[src/rtl/multicycle_sequencer.sv]
// ---------------------------------------------------------------------------
// multicycle_sequencer
//
// Multi-cycle control FSM for the 19-bit processor datapath. Each instruction
// walks FETCH -> DECODE -> EXEC -> (MEM) -> (WB) and the sequencer strobes the
// PC, IR, register file, flag registers and data memory in the proper cycle.
// Instruction and data memory accesses stall on their ready handshakes. A
// stall lasting TIMEOUT cycles parks the machine in HALT with bus_error set
// until the next reset.
//
// Parameters:
//   TIMEOUT  consecutive stalled cycles in FETCH or MEM before HALT (1..255)
//   CNT_W    width of the retired-instruction counter
//
// Ports:
//   clk, rst        clock and synchronous active-high reset
//   instr           current IR contents (decoded in EXEC/MEM/WB)
//   zero_flag       registered Z flag (sampled in EXEC for BZ)
//   carry_flag      registered C flag (sampled in EXEC for BC)
//   imem_ready      instruction memory data valid this cycle
//   dmem_ready      data memory access completes this cycle
//   imemRead        instruction fetch request
//   irWrite         load IR
//   enablePC        PC <= PC + 1
//   pcLoad          PC <= branch/jump target
//   enableZero      load Z flag
//   enableCarry     load C flag
//   memRead         data memory read (LDM)
//   memWrite        data memory write (STM)
//   regWrite        register file write
//   selectToWrite   write-back source: 00 ALU, 01 memory, 10 shifter
//   bus_error       sticky timeout indication
//   retired         retired-instruction count (wraps)
//   state           current state encoding
// ---------------------------------------------------------------------------
module multicycle_sequencer #(
    parameter int unsigned TIMEOUT = 15,
    parameter int unsigned CNT_W   = 16
) (
    input  logic             clk,
    input  logic             rst,
    input  logic [18:0]      instr,
    input  logic             zero_flag,
    input  logic             carry_flag,
    input  logic             imem_ready,
    input  logic             dmem_ready,
    output logic             imemRead,
    output logic             irWrite,
    output logic             enablePC,
    output logic             pcLoad,
    output logic             enableZero,
    output logic             enableCarry,
    output logic             memRead,
    output logic             memWrite,
    output logic             regWrite,
    output logic [1:0]       selectToWrite,
    output logic             bus_error,
    output logic [CNT_W-1:0] retired,
    output logic [2:0]       state
);

    typedef enum logic [2:0] {
        S_FETCH  = 3'd0,
        S_DECODE = 3'd1,
        S_EXEC   = 3'd2,
        S_MEM    = 3'd3,
        S_WB     = 3'd4,
        S_HALT   = 3'd5
    } state_t;

    // Last stall count that may still be survived; a further not-ready cycle
    // at this count ends in HALT.
    localparam logic [7:0] STALL_LIMIT = 8'(TIMEOUT - 1);

    state_t             state_q, state_d;
    logic [7:0]         stall_q, stall_d;
    logic [CNT_W-1:0]   retired_q, retired_d;
    logic               retire;

    // ---------------------------------------------------------------------
    // Instruction decode (instr holds the IR loaded at the end of FETCH)
    // ---------------------------------------------------------------------
    logic       is_alu;
    logic       is_mem;
    logic       is_stm;
    logic       is_ctl;
    logic       is_shift;
    logic [1:0] ctl_op;
    logic       branch_taken;
    logic [1:0] wb_sel;

    assign is_alu   = ~instr[18];
    assign is_mem   = (instr[18:17] == 2'b10);
    assign is_stm   = instr[16];
    assign is_ctl   = (instr[18:17] == 2'b11);
    assign ctl_op   = instr[16:15];
    assign is_shift = is_ctl && (ctl_op == 2'b00);

    // JMP always loads; BZ/BC load only when their flag is set.
    assign branch_taken = is_ctl && ((ctl_op == 2'b01) ||
                                     ((ctl_op == 2'b10) && zero_flag) ||
                                     ((ctl_op == 2'b11) && carry_flag));

    // Only ALU, shift and LDM reach WB, so the memory class means LDM here.
    assign wb_sel = is_mem   ? 2'b01 :
                    is_shift ? 2'b10 : 2'b00;

    // Operand fields are the datapath's business, not the sequencer's.
    logic unused_instr_bits;
    assign unused_instr_bits = ^instr[14:0];

    // ---------------------------------------------------------------------
    // Next-state, stall counter and retire logic
    // ---------------------------------------------------------------------
    always_comb begin
        state_d = state_q;
        stall_d = stall_q;
        retire  = 1'b0;

        unique case (state_q)
            S_FETCH: begin
                if (imem_ready) begin
                    state_d = S_DECODE;
                end else if (stall_q == STALL_LIMIT) begin
                    state_d = S_HALT;
                end else begin
                    stall_d = stall_q + 8'd1;
                end
            end
            S_DECODE: begin
                state_d = S_EXEC;
            end
            S_EXEC: begin
                if (is_alu || is_shift) begin
                    state_d = S_WB;
                end else if (is_mem) begin
                    state_d = S_MEM;
                end else begin
                    retire  = 1'b1;
                    state_d = S_FETCH;
                end
            end
            S_MEM: begin
                if (dmem_ready) begin
                    if (is_stm) begin
                        retire  = 1'b1;
                        state_d = S_FETCH;
                    end else begin
                        state_d = S_WB;
                    end
                end else if (stall_q == STALL_LIMIT) begin
                    state_d = S_HALT;
                end else begin
                    stall_d = stall_q + 8'd1;
                end
            end
            S_WB: begin
                retire  = 1'b1;
                state_d = S_FETCH;
            end
            S_HALT: begin
                state_d = S_HALT;
            end
            default: begin
                state_d = S_FETCH;
            end
        endcase

        // Every state entry starts a fresh stall window.
        if (state_d != state_q) begin
            stall_d = 8'd0;
        end

        retired_d = retired_q + {{(CNT_W-1){1'b0}}, retire};
    end

    always_ff @(posedge clk) begin
        if (rst) begin
            state_q   <= S_FETCH;
            stall_q   <= 8'd0;
            retired_q <= '0;
        end else begin
            state_q   <= state_d;
            stall_q   <= stall_d;
            retired_q <= retired_d;
        end
    end

    // ---------------------------------------------------------------------
    // Output decode. Strobes follow the registered state; irWrite/enablePC
    // additionally wait for imem_ready and pcLoad for the branch condition.
    // Reset suppresses every strobe even before the state register clears.
    // ---------------------------------------------------------------------
    always_comb begin
        imemRead      = 1'b0;
        irWrite       = 1'b0;
        enablePC      = 1'b0;
        pcLoad        = 1'b0;
        enableZero    = 1'b0;
        enableCarry   = 1'b0;
        memRead       = 1'b0;
        memWrite      = 1'b0;
        regWrite      = 1'b0;
        selectToWrite = 2'b00;

        if (!rst) begin
            unique case (state_q)
                S_FETCH: begin
                    imemRead = 1'b1;
                    irWrite  = imem_ready;
                    enablePC = imem_ready;
                end
                S_EXEC: begin
                    enableZero  = is_alu || is_shift;
                    enableCarry = is_alu || is_shift;
                    pcLoad      = branch_taken;
                end
                S_MEM: begin
                    memRead  = ~is_stm;
                    memWrite = is_stm;
                end
                S_WB: begin
                    regWrite      = 1'b1;
                    selectToWrite = wb_sel;
                end
                default: begin
                end
            endcase
        end
    end

    assign bus_error = (state_q == S_HALT);
    assign retired   = retired_q;
    assign state     = state_q;

endmodule

[config.mk]
export PLATFORM = sky130hd
export DESIGN_NAME = multicycle_sequencer
export DESIGN_NICKNAME = d
export VERILOG_FILES = /design/src/rtl/multicycle_sequencer.sv
export SDC_FILE = /design/constraint.sdc
export NUM_CORES = 1
export LEC_CHECK = 0
export BUFFER_PORTS_ARGS = -buffer_cell sky130_fd_sc_hd__buf_2
export CAP_MARGIN = 5
export CELL_PAD_IN_SITES_DETAIL_PLACEMENT = 1
export CELL_PAD_IN_SITES_GLOBAL_PLACEMENT = 1
export CORE_MARGIN = 4
export CORE_UTILIZATION = 33
export DETAILED_ROUTE_END_ITERATION = 8
export HOLD_SLACK_MARGIN = 0.12
export PLACE_DENSITY = 0.74
export SLEW_MARGIN = 20
export SYNTH_ARGS = -nofsm -noshare
export SYNTH_HDL_FRONTEND = slang
export SYNTH_SLANG_ARGS = --single-unit
[constraint.sdc]
create_clock -name clk -period 3.7 [get_ports clk]
set_input_delay 0.74 -clock clk [delete_from_list [all_inputs] [get_ports clk]]
set_output_delay 0.74 -clock clk [all_outputs]
set_load 0.01 [all_outputs]
# Word-level counts from Yosys, hierarchy flattened

Cells that the tools add are included.

Bits in registers: 27
Input bits: 25
Logic and storage cells: 67

Add/subtract/negate cells: 2
Eq/ne operators: 14
Mux-type cells: 34
Bitwise operators: 2
Reductions and logical operators: 12

Operators by type and width:

| operator                                            | count |
|---|---|
| 2-to-1 mux 8 bit                                    | 3 |
| 2-to-1 mux 1 bit                                    | 18 |
| adder 16 x 1 -> 16 bit                              | 1 |
| case mux 8 bit (2 select lines)                     | 1 |
| 2-to-1 mux 3 bit                                    | 5 |
| case mux 3 bit (5 select lines)                     | 1 |
| 2-to-1 mux 2 bit                                    | 5 |
| adder 8 x 1 -> 8 bit, second input constant         | 1 |
| equality test 2 bit, second input constant          | 4 |
| equality test 8 x 4 -> 1 bit, second input constant | 1 |
| equality test 3 x 2 -> 1 bit, second input constant | 2 |
| equality test 3 bit, second input constant          | 2 |
| logical AND 1 bit                                   | 4 |
| inequality test 2 bit, second input constant        | 2 |
| equality test 3 x 1 -> 1 bit, second input constant | 1 |
| zero test 3 bit                                     | 1 |
| logical OR 1 bit                                    | 3 |
| inequality test 3 bit                               | 1 |
| case mux 1 bit (3 select lines)                     | 1 |
| AND reduction 3 bit                                 | 1 |
| equality test 2 x 1 -> 1 bit, second input constant | 1 |
| zero test 2 bit                                     | 1 |
| NOT 1 bit                                           | 2 |
| nonzero test 2 bit                                  | 1 |
| OR reduction 2 bit                                  | 1 |

# Longest topological paths before layout

Gate-level depths: netlist of run 1.

Depth in word-level cells: 7
Gate-level depth with buffers: 10

# Least setup slack after synthesis of run 1

OpenSTA, ideal clock, no wires.

Kind: register -> register
Start point: register state_q[0] (netlist: state[0])
End point: register retired_q[12] (netlist: retired[12])
Setup time: 71 ps
Arrival: 2,630 ps
Required time: 3,629 ps
Slack: 1,000 ps
Cell stages (with the launch flop): 11
Buffers on the path: 1
Clock period less this slack: 2,700 ps
Path through: dfxtp_1 -> clkbuf_1 -> or3b_2 -> or3_1 -> o221ai_1 -> ha_1 -> ha_1 -> and2_1 -> nand4_1 -> or3_1 -> a21oi_1

Word-level cells in the longest chain between the ends: 3
Elaborated cells on any way between the ends: 5
Classes of those cells: add/sub: 1; eq/ne: 3; mux: 1

Ends and longest elaborated chain:

| what                                                                | line | text |
|---|---|---|
| start, declared                                                     | 75   | `state_t state_q, state_d;` |
| start signal, assigned                                              | 183  | `state_q <= state_d;` |
| equality test 3 bit or equality test 3 x 2 -> 1 bit (tied branches) | 120  | `unique case (state_q)` |
| case mux 1 bit (3 select lines) (*)                                 | 120  |  |
| adder 16 x 1 -> 16 bit (*)                                          | 174  | `retired_d = retired_q + {{(CNT_W-1){1'b0}}, retire};` |
| end signal, assigned                                                | 185  | `retired_q <= retired_d;` |
| end, declared                                                       | 77   | `logic [CNT_W-1:0] retired_q, retired_d;` |

Mark *: on every way between the ends. The rest lies on a longest branch, timed or not.
A chain may end at the register's enable or synchronous reset.

# Worst setup path after layout of run 1

Start point: register state_q[1] (netlist: state[1])
End point: register retired_q[12] (netlist: retired[12])

Same word-level chain as after synthesis.

==> summary.txt, run 1 <==
Routed Antenna Nets -> 0
RSZ-0062 raised after global routing -> no
Pin count of the biggest net entering global routing -> 28
Max-slew violations -> 0
Share of post-route cells with drive strength above 1 -> 0.230
Hold_buf cts -> 0
Leak Pwr -> 0.000708 µW
Fillers -> 555
First-pass GRT wire length -> 6370 µm
# rows -> 24
Crit path cell chain -> or3b_2 -> or3_1 -> o221ai_1 -> ha_1 -> ha_1 -> and2_1 -> nand4_1 -> or3_1 -> a21oi_1
DR iter-0 viols -> 88
Clk Latency, worst-skew pair -> 0.27 ns
# placed instances -> 265
VDD IR max -> 121 µV
Vias in the first global route -> 1435
Final hold vios -> 0
Setup bufs post-CTS -> 0
Grt ovf -> 0
PwrDens -> 310 mW/mm²
Hold WC Path Type -> flop to flop
Fin crit period -> 3.10 ns
CP Buf/Inv Count -> 0
Mapped Area -> 0.00150 mm²
P_sw -> 147 µW
Final period utilization -> 0.837
IO Pins -> 56
Syn Nets -> 211
Core area -> 0.00438 mm²
DR vias -> 1445
Pint -> 403 µW
DR WL/cell -> 14.1 µm
Comb pwr share -> 0.128
Max-cap viol count -> 0
Clock power frac -> 0.320
Crit end category -> flop
Count of cell types in the netlist -> 44
CTS Buf Count -> 3
WP data arrival -> 3.30 ns
Routability cong. -> 0.809
TNS Setup -> 0 ns
Final setup viols -> 0
Clock sinks -> 27
Synth top area cells -> dfxtp_1 (36%), a21oi_1 (4.0%), nor2_1 (4.0%)
Outcome -> complete, no violations
Cell count after synthesis -> 182
Sw Share -> 0.267
Die width -> 75.5 µm
Post-cts gate resize count -> 0
1st-pass router iterations -> 4
Clk buf depth -> 2
Syn. warnings -> 0
CTS tree -> yes
Root buf cell -> clkbuf_8
# port buffers -> 40
Required @ worst endpoint -> 3.91 ns
P&R area growth vs syn -> 18.0%
Remaining DRCs -> 0
Detail Placement HPWL -> 2890 µm
Post-synth top area share -> 0.360
Post-Layout Cell Count -> 269
Clock Skew -> 0.00235 ns
Max_slew headroom -> 0.370
Pwr Total -> 550 µW
GRT Resource Usage Total -> 0.140
Max stage delay on crit path -> 0.63 ns
Initial antenna violation count -> 0
CP Launch Type -> flop
Syn_area_per_cell -> 8.26 µm²
Final Util -> 0.404
Seq pwr share -> 0.551
Register bit total from synthesis -> 27
Final nets -> 247
CP max FO -> 15
Worst-margin pin slew -> 0.937 ns
Starting density of the core -> 0.343
Achievable frequency -> 323 MHz
DIE HEIGHT -> 75.5 µm
CP delay by family, top -> simple AND/OR/NAND/NOR gates
Critical-path top delay cell -> dfxtp_1
Via-to-Cell Ratio -> 5.37
Clock transition at path regs -> 0.10 ns
Sequential area share after synthesis -> 0.360
Crit path kind -> flop to flop
Die Footprint -> 0.00570 mm²
Area leader, netlist -> dfxtp_1
H-tree Lvls -> 1
Routed wire length -> 3780 µm
Antenna Cells -> 0
-- metal layers --
metal  vias up  wire length, µm  GRT usage
met5         -                0          0
met4         0               32     0.0330
met3         2              138     0.0224
met2        30             1850      0.245
met1       685             1760      0.180
li1        728                -          -
-- area by class of cell --
class	count	area, µm²	share of cell area
clock buffers	3	41.3	0.0233
repair buffers	41	208	0.117
well taps	52	65.1	0.0367
clock inverters	1	8.76	0.00494
multi-input cells	139	887	0.500
inverters	6	22.5	0.0127
flip-flops and latches	27	541	0.305
-- cell families (layout without fill, tap and decap cells) --
logic type / Yosys count / after routing / synth area share
AO/OA/AOI/OAI: 38 / 38 / 0.170
XOR/XNOR: 10 / 10 / 0.0583
adder cells (fa/ha/maj): 4 / 4 / 0.0333
buffers and inverters: 16 / 51 / 0.0500
flip-flops: 27 / 27 / 0.360
multiplexers: 2 / 2 / 0.0142
AND/OR/NAND/NOR: 85 / 85 / 0.315
-- state kept, by name, indices dropped and copies added, names as in the netlist --
register,count
state,3
stall_q,8
retired,16
-- cells in the mapped netlist (all sizes together) --
library cell  count
a211oi            2
a21boi            1
a21o              1
a21oi            12
a221o             1
a221oi            3
a2bb2oi           1
a311oi            1
a31oi             1
and2              5
and3              5
and4              1
buf               5
clkbuf            5
dfxtp            27
ha                4
inv               6
mux2              1
mux2i             1
nand2            12
nand2b            3
nand3             5
nand3b            2
nand4             4
nor2             16
nor2b             7
nor3              4
nor3b             1
nor4              4
nor4b             2
o211ai            1
o21ai             6
o221ai            2
o22ai             1
o31ai             5
or2               1
or3               6
or3b              2
or4               5
xnor2             6
xor2              4
-- through the flow --
| step | cell area [µm²] | setup WS (ns) | hold WS [ns] |
|---|---|---|---|
| floorplan | 1500 | 1.00 | 0.452 |
| global placement | 1720 | 0.642 | 0.464 |
| detailed placement | 1720 | 0.601 | 0.481 |
| CTS | 1770 | 0.571 | 0.494 |
| global route | 1770 | 0.345 | 0.523 |
| finish | 1770 | 0.604 | 0.494 |
-- cells in the final DEF, fill, tap and decap left out, types with 5 or more instances in the layout --
master / count
xnor2_1: 6
buf_2: 40
or3_1: 6
o31ai_1: 5
a21oi_1: 12
or4_1: 5
nor2_1: 16
nand3_1: 5
o21ai_0: 6
and2_1: 5
nor2b_1: 7
inv_1: 6
and3_1: 5
dfxtp_1: 27
nand2_1: 12
-- worst register-to-register path, cell delays in order (launching register included) --
cell	delay (ns)
dfxtp_1	0.63
or3b_2	0.52
or3_1	0.41
o221ai_1	0.09
ha_1	0.21
ha_1	0.17
and2_1	0.20
nand4_1	0.25
or3_1	0.42
a21oi_1	0.14
-- final timing paths --
| check | startpoint | cells past startpoint | to | slack, ns |
|---|---|---|---|---|
| max | state[1] | 9 | retired[12] | 0.60 |
| min | stall_q[7] | 2 | stall_q[7] | 0.49 |
| max reg2reg | state[1] | 9 | retired[12] | 0.60 |
| min reg2reg | stall_q[7] | 2 | stall_q[7] | 0.49 |
-- power groups by stage --
stage                     logic, µW  clock network (µW)  registers [µW]
after floorplan                51.6                   0             308
after global placement         70.9                   0             309
after detailed placement       71.6                   0             310
after CTS                      71.8                 187             303
after global routing           79.7                 198             304
final                          70.6                 176             303
(Power assumes the default switching activity.)
==> inputs of run 2 (changes only) <==
Settings changed: CORE_UTILIZATION 33 to 31, PLACE_DENSITY 0.74 to 0.73.
Clock period 3.7 ns to 2.7 ns, I/O delays scaled along.
==> run 2 against run 1 <==
Against the previous run:
- critical path depth is the same
- count of clock-buffer cells in the layout is the same
- cell count grew 9.7%
- clock skew grew 0.0042 ns
- highest routed layer unchanged
- sequential share of layout area shrank 1.8 points
- clock power grew 34%
- wire length grew 0.21%
==> summary.txt, run 2 (synthesis results as in run 1) <==
Outcome -> complete, no violations
1st-pass router iterations -> 4
Clk buf depth -> 2
Fin crit period -> 2.54 ns
CTS Buf Count -> 3
Post-Layout Cell Count -> 295
Final period utilization -> 0.941
Crit path cell chain -> or3b_4 -> or3_4 -> o221ai_1 -> ha_2 -> ha_1 -> and2_4 -> nand4_1 -> or3_1 -> a21oi_1
Crit end category -> flop
Vias in the first global route -> 1416
Initial antenna violation count -> 0
Achievable frequency -> 394 MHz
Clock Skew -> 0.00659 ns
Core area -> 0.00472 mm²
DR WL/cell -> 12.8 µm
Via-to-Cell Ratio -> 5.05
Hold WC Path Type -> flop to flop
Commonest non-fill, non-tap cell in the layout -> buf_2
H-tree Lvls -> 1
Max-cap viol count -> 0
Antenna Cells -> 0
# rows -> 25
Largest register FFs -> 16
Commonest non-fill, non-tap cells in the layout -> buf_2 (40), dfxtp_1 (27), nor2_1 (16)
Die Footprint -> 0.00603 mm²
IO Pins -> 56
DR vias -> 1491
Worst-margin pin slew -> 0.550 ns
Clk Latency, worst-skew pair -> 0.27 ns
Routed Antenna Nets -> 0
Crit path kind -> flop to flop
Starting density of the core -> 0.318
DR iter-0 viols -> 58
Max-slew violations -> 0
Pin count of the biggest net entering global routing -> 21
First-pass GRT wire length -> 6480 µm
Routed wire length -> 3790 µm
CP max FO -> 4
Share of post-route cells with drive strength above 1 -> 0.281
Routability cong. -> 0.721
Die width -> 77.6 µm
Clock transition at path regs -> 0.10 ns
Required @ worst endpoint -> 2.91 ns
CP Launch Type -> flop
Final hold vios -> 0
VDD IR max -> 303 µV
Final Util -> 0.399
# placed instances -> 288
Remaining DRCs -> 0
Critical-path top delay cell -> or3_4
Max stage delay on crit path -> 0.40 ns
Fillers -> 596
Final nets -> 258
Max_slew headroom -> 0.633
WP data arrival -> 2.75 ns
CTS tree -> yes
Leak Pwr -> 0.000757 µW
DIE HEIGHT -> 77.6 µm
GRT Resource Usage Total -> 0.126
Final setup viols -> 0
PwrDens -> 400 mW/mm²
Clock sinks -> 27
Hold_buf cts -> 0
Detail Placement HPWL -> 2910 µm
# port buffers -> 40
Grt ovf -> 0
P&R area growth vs syn -> 25.5%
Root buf cell -> clkbuf_8
[run 2: worst max-delay path, delay by kind of cell, from the launching register on]
kind / cells / cell delay (ns)
AO/OA/AOI/OAI: 2 / 0.22
AND/OR/NAND/NOR: 5 / 1.53
flip-flops: 1 / 0.34
adder cells (fa/ha/maj): 2 / 0.38
[run 2: power breakdown]
| part | switching [µW] | leakage, µW | internal, µW |
|---|---|---|---|
| logic | 64.5 | 0.000517 | 44.5 |
| clock network | 132 | 0.0000217 | 105 |
| registers | 4.83 | 0.000218 | 405 |
[run 2: stage by stage]
step                      instance area [µm²]  hold slack [ns]  TNS [ns]  worst slack [ns]  total power (µW)
after floorplan                          1500            0.452         0            0.0232               493
after global placement                   1800            0.471         0            0.0186               526
after detailed placement                 1800            0.479    -0.118           -0.0667               528
after CTS                                1870            0.495         0           0.00415               766
after global routing                     1890            0.527   -0.0122          -0.00913               796
final                                    1890            0.497         0             0.159               755
[run 2: path summary, 6_finish.rpt]
| kind | slack, ns | to | from | depth (start not counted) |
|---|---|---|---|---|
| worst max-delay path | 0.16 | retired[12] | state[1] | 9 |
| worst min-delay path | 0.50 | stall_q[7] | stall_q[7] | 2 |
| worst max register to register | 0.16 | retired[12] | state[1] | 9 |
| worst min register to register | 0.50 | stall_q[7] | stall_q[7] | 2 |
[run 2: per-layer routing]
metal  vias up  part of all wire  wire length [µm]  global-route usage
li1        756                 -                 -                   -
met1       706              0.48              1830               0.169
met2        27              0.47              1800               0.217
met3         2             0.036               135              0.0151
met4         0            0.0074                28              0.0214
met5         -                 0                 0                   0
[run 2: layout make-up]
cell class	count	area [µm²]	share of cell area
inverter	6	22.5	0.0119
timing repair buffer	52	290	0.154
sequential	27	541	0.287
clock buffer	3	41.3	0.0219
multi-input combinational	139	900	0.477
clock inverter	1	7.51	0.00398
tap	67	83.8	0.0445
[run 2: repair_timing]
| item | 4_1_cts | 5_1_grt |
|---|---|---|
| gates resized for setup | 2 | 3 |
| buffers inserted | 2 | 1 |
| endpoints found under the setup margin | 2 | 3 |
| cloned | 0 | 0 |
| pin swaps | 1 | 3 |
==> inputs of run 3 (changes only) <==
Settings changed: BUFFER_PORTS_ARGS -buffer_cell sky130_fd_sc_hd__buf_2 to -buffer_cell sky130_fd_sc_hd__buf_4.
==> run 3 against run 2 <==
Against the previous run:
- via count decreased by 0.74%
- clock skew fell by 0.0039 ns
- worst hold slack gained 0.0064 ns
- global-route usage rose by 0.65 points
- critical path depth unchanged
- flip-flop and latch count unchanged
- critical endpoint is now retired[14]
==> summary.txt, run 3 (synthesis results as in run 1) <==
# placed instances -> 286
WP data arrival -> 2.72 ns
Register-to-Register Path Depth -> 9
Seq pwr share -> 0.538
Antenna Cells -> 0
Grt ovf -> 0
1st-pass router iterations -> 4
VDD IR max -> 192 µV
Largest register FFs -> 16
Max-slew violations -> 0
Core area -> 0.00472 mm²
IO Pins -> 56
Final period utilization -> 0.925
Clk Latency, worst-skew pair -> 0.28 ns
Clock transition at path regs -> 0.09 ns
Required @ worst endpoint -> 2.92 ns
DIE HEIGHT -> 77.6 µm
RSZ-0062 raised after global routing -> no
P_sw -> 201 µW
# port buffers -> 40
Pin count of the biggest net entering global routing -> 28
Reg2reg end -> retired[14]
Final WS setup -> 0.202 ns
Crit path cell chain -> or3b_4 -> or3_4 -> o221ai_1 -> ha_2 -> ha_1 -> and2_4 -> nand4_1 -> or3_1 -> a21oi_2
Final nets -> 255
Max_slew headroom -> 0.617
Flop-to-flop setup slack -> 0.20 ns
First-pass GRT wire length -> 6700 µm
Clk buf depth -> 2
Via-to-Cell Ratio -> 5.07
Clock Skew -> 0.00268 ns
WHS Path Cells -> 2
Worst r2r src -> state[2]
Final setup viols -> 0
Clock power frac -> 0.309
Commonest non-fill, non-tap cells in the layout -> buf_4 (49), dfxtp_1 (26), nor2_1 (16)
PwrDens -> 387 mW/mm²
Crit path kind -> flop to flop
CP Launch Type -> flop
DR vias -> 1480
Commonest non-fill, non-tap cell in the layout -> buf_4
Routed wire length -> 3780 µm
# rows -> 25
Max stage delay on crit path -> 0.40 ns
Post-Layout Cell Count -> 292
Hold_buf cts -> 0
Critical Path Start -> state[2]
Remaining DRCs -> 0
H-tree Lvls -> 1
P&R area growth vs syn -> 30.8%
Comb pwr share -> 0.153
Routed Antenna Nets -> 0
Clock sinks -> 27
Crit end category -> flop
Vias in the first global route -> 1492
Fin crit period -> 2.50 ns
Pint -> 560 µW
Die Footprint -> 0.00603 mm²
Die width -> 77.6 µm
Share of post-route cells with drive strength above 1 -> 0.280
Achievable frequency -> 400 MHz
Outcome -> complete, no violations
CTS Buf Count -> 3
Worst setup path end -> retired[14]
Critical-path top delay cell -> or3b_4
CP max FO -> 5
Final hold vios -> 0
Detail Placement HPWL -> 2810 µm
GRT Resource Usage Total -> 0.132
Max-cap viol count -> 0
Starting density of the core -> 0.318
Post-placement setup slack -> -0.0286 ns
Initial antenna violation count -> 0
Sw Share -> 0.264
Worst-margin pin slew -> 0.575 ns
Hold WC Path Type -> flop to flop
DR iter-0 viols -> 45
DR WL/cell -> 12.9 µm
Leak Pwr -> 0.000754 µW
Routability cong. -> 0.721
Root buf cell -> clkbuf_8
CTS tree -> yes
-- run 3: layout make-up --
| type | count | area [µm²] |
|---|---|---|
| repair buffers | 49 | 368 |
| clock inverters | 1 | 5.00 |
| well taps | 67 | 83.8 |
| flip-flops and latches | 27 | 542 |
| inverters | 6 | 22.5 |
| multi-input cells | 139 | 903 |
| clock buffers | 3 | 41.3 |
| fillers | 596 | 2760 |
-- run 3: critical path: cells and delay by family (launching register included) --
kind	cells	cell delay [ns]
simple gates	5	1.51
compound gates	2	0.21
flops	1	0.32
fa+ha+maj	2	0.37
-- run 3: repair_timing --
action / 4_1_cts / 5_1_grt
gates resized for setup: 1 / 5
pin swaps: 1 / 4
buffers inserted: 1 / 1
setup endpoints to repair: 2 / 3
-- run 3: power by group through the flow --
stage	sequential (µW)	clock (µW)	combinational, µW
after floorplan	421	0	71.0
after global placement	418	0	115
after detailed placement	418	0	116
after CTS	409	248	117
after global routing	411	260	131
final	409	235	116
-- run 3: worst min-delay path by stage --
stage | start | end | slack (ns)
floorplan | stall_q[7] | stall_q[7] | 0.45
detailed placement | stall_q[7] | stall_q[7] | 0.48
CTS | stall_q[7] | stall_q[7] | 0.50
global placement | stall_q[7] | stall_q[7] | 0.47
global route | retired[12] | retired[12] | 0.54
finish | stall_q[7] | stall_q[7] | 0.50
-- run 3: routing by layer --
metal / global-route usage / share of wire / up-vias / routed length [µm]
li1: - / - / 750 / -
met1: 0.177 / 0.48 / 690 / 1800
met2: 0.212 / 0.46 / 34 / 1740
met3: 0.0139 / 0.042 / 6 / 158
met4: 0.0587 / 0.022 / 0 / 82
met5: 0 / 0 / - / 0
-- run 3: per-stage QoR --
stage               setup TNS, ns  utilization  instance area (µm²)  hold WS, ns  total power (µW)
detailed placement        -0.0513        0.399                 1890        0.484               535
finish                          0        0.416                 1970        0.504               761
CTS                             0        0.411                 1940        0.503               774
floorplan                       0            -                 1500        0.452               493
global placement                0        0.399                 1890        0.467               533
global route                    0        0.416                 1970        0.543               802
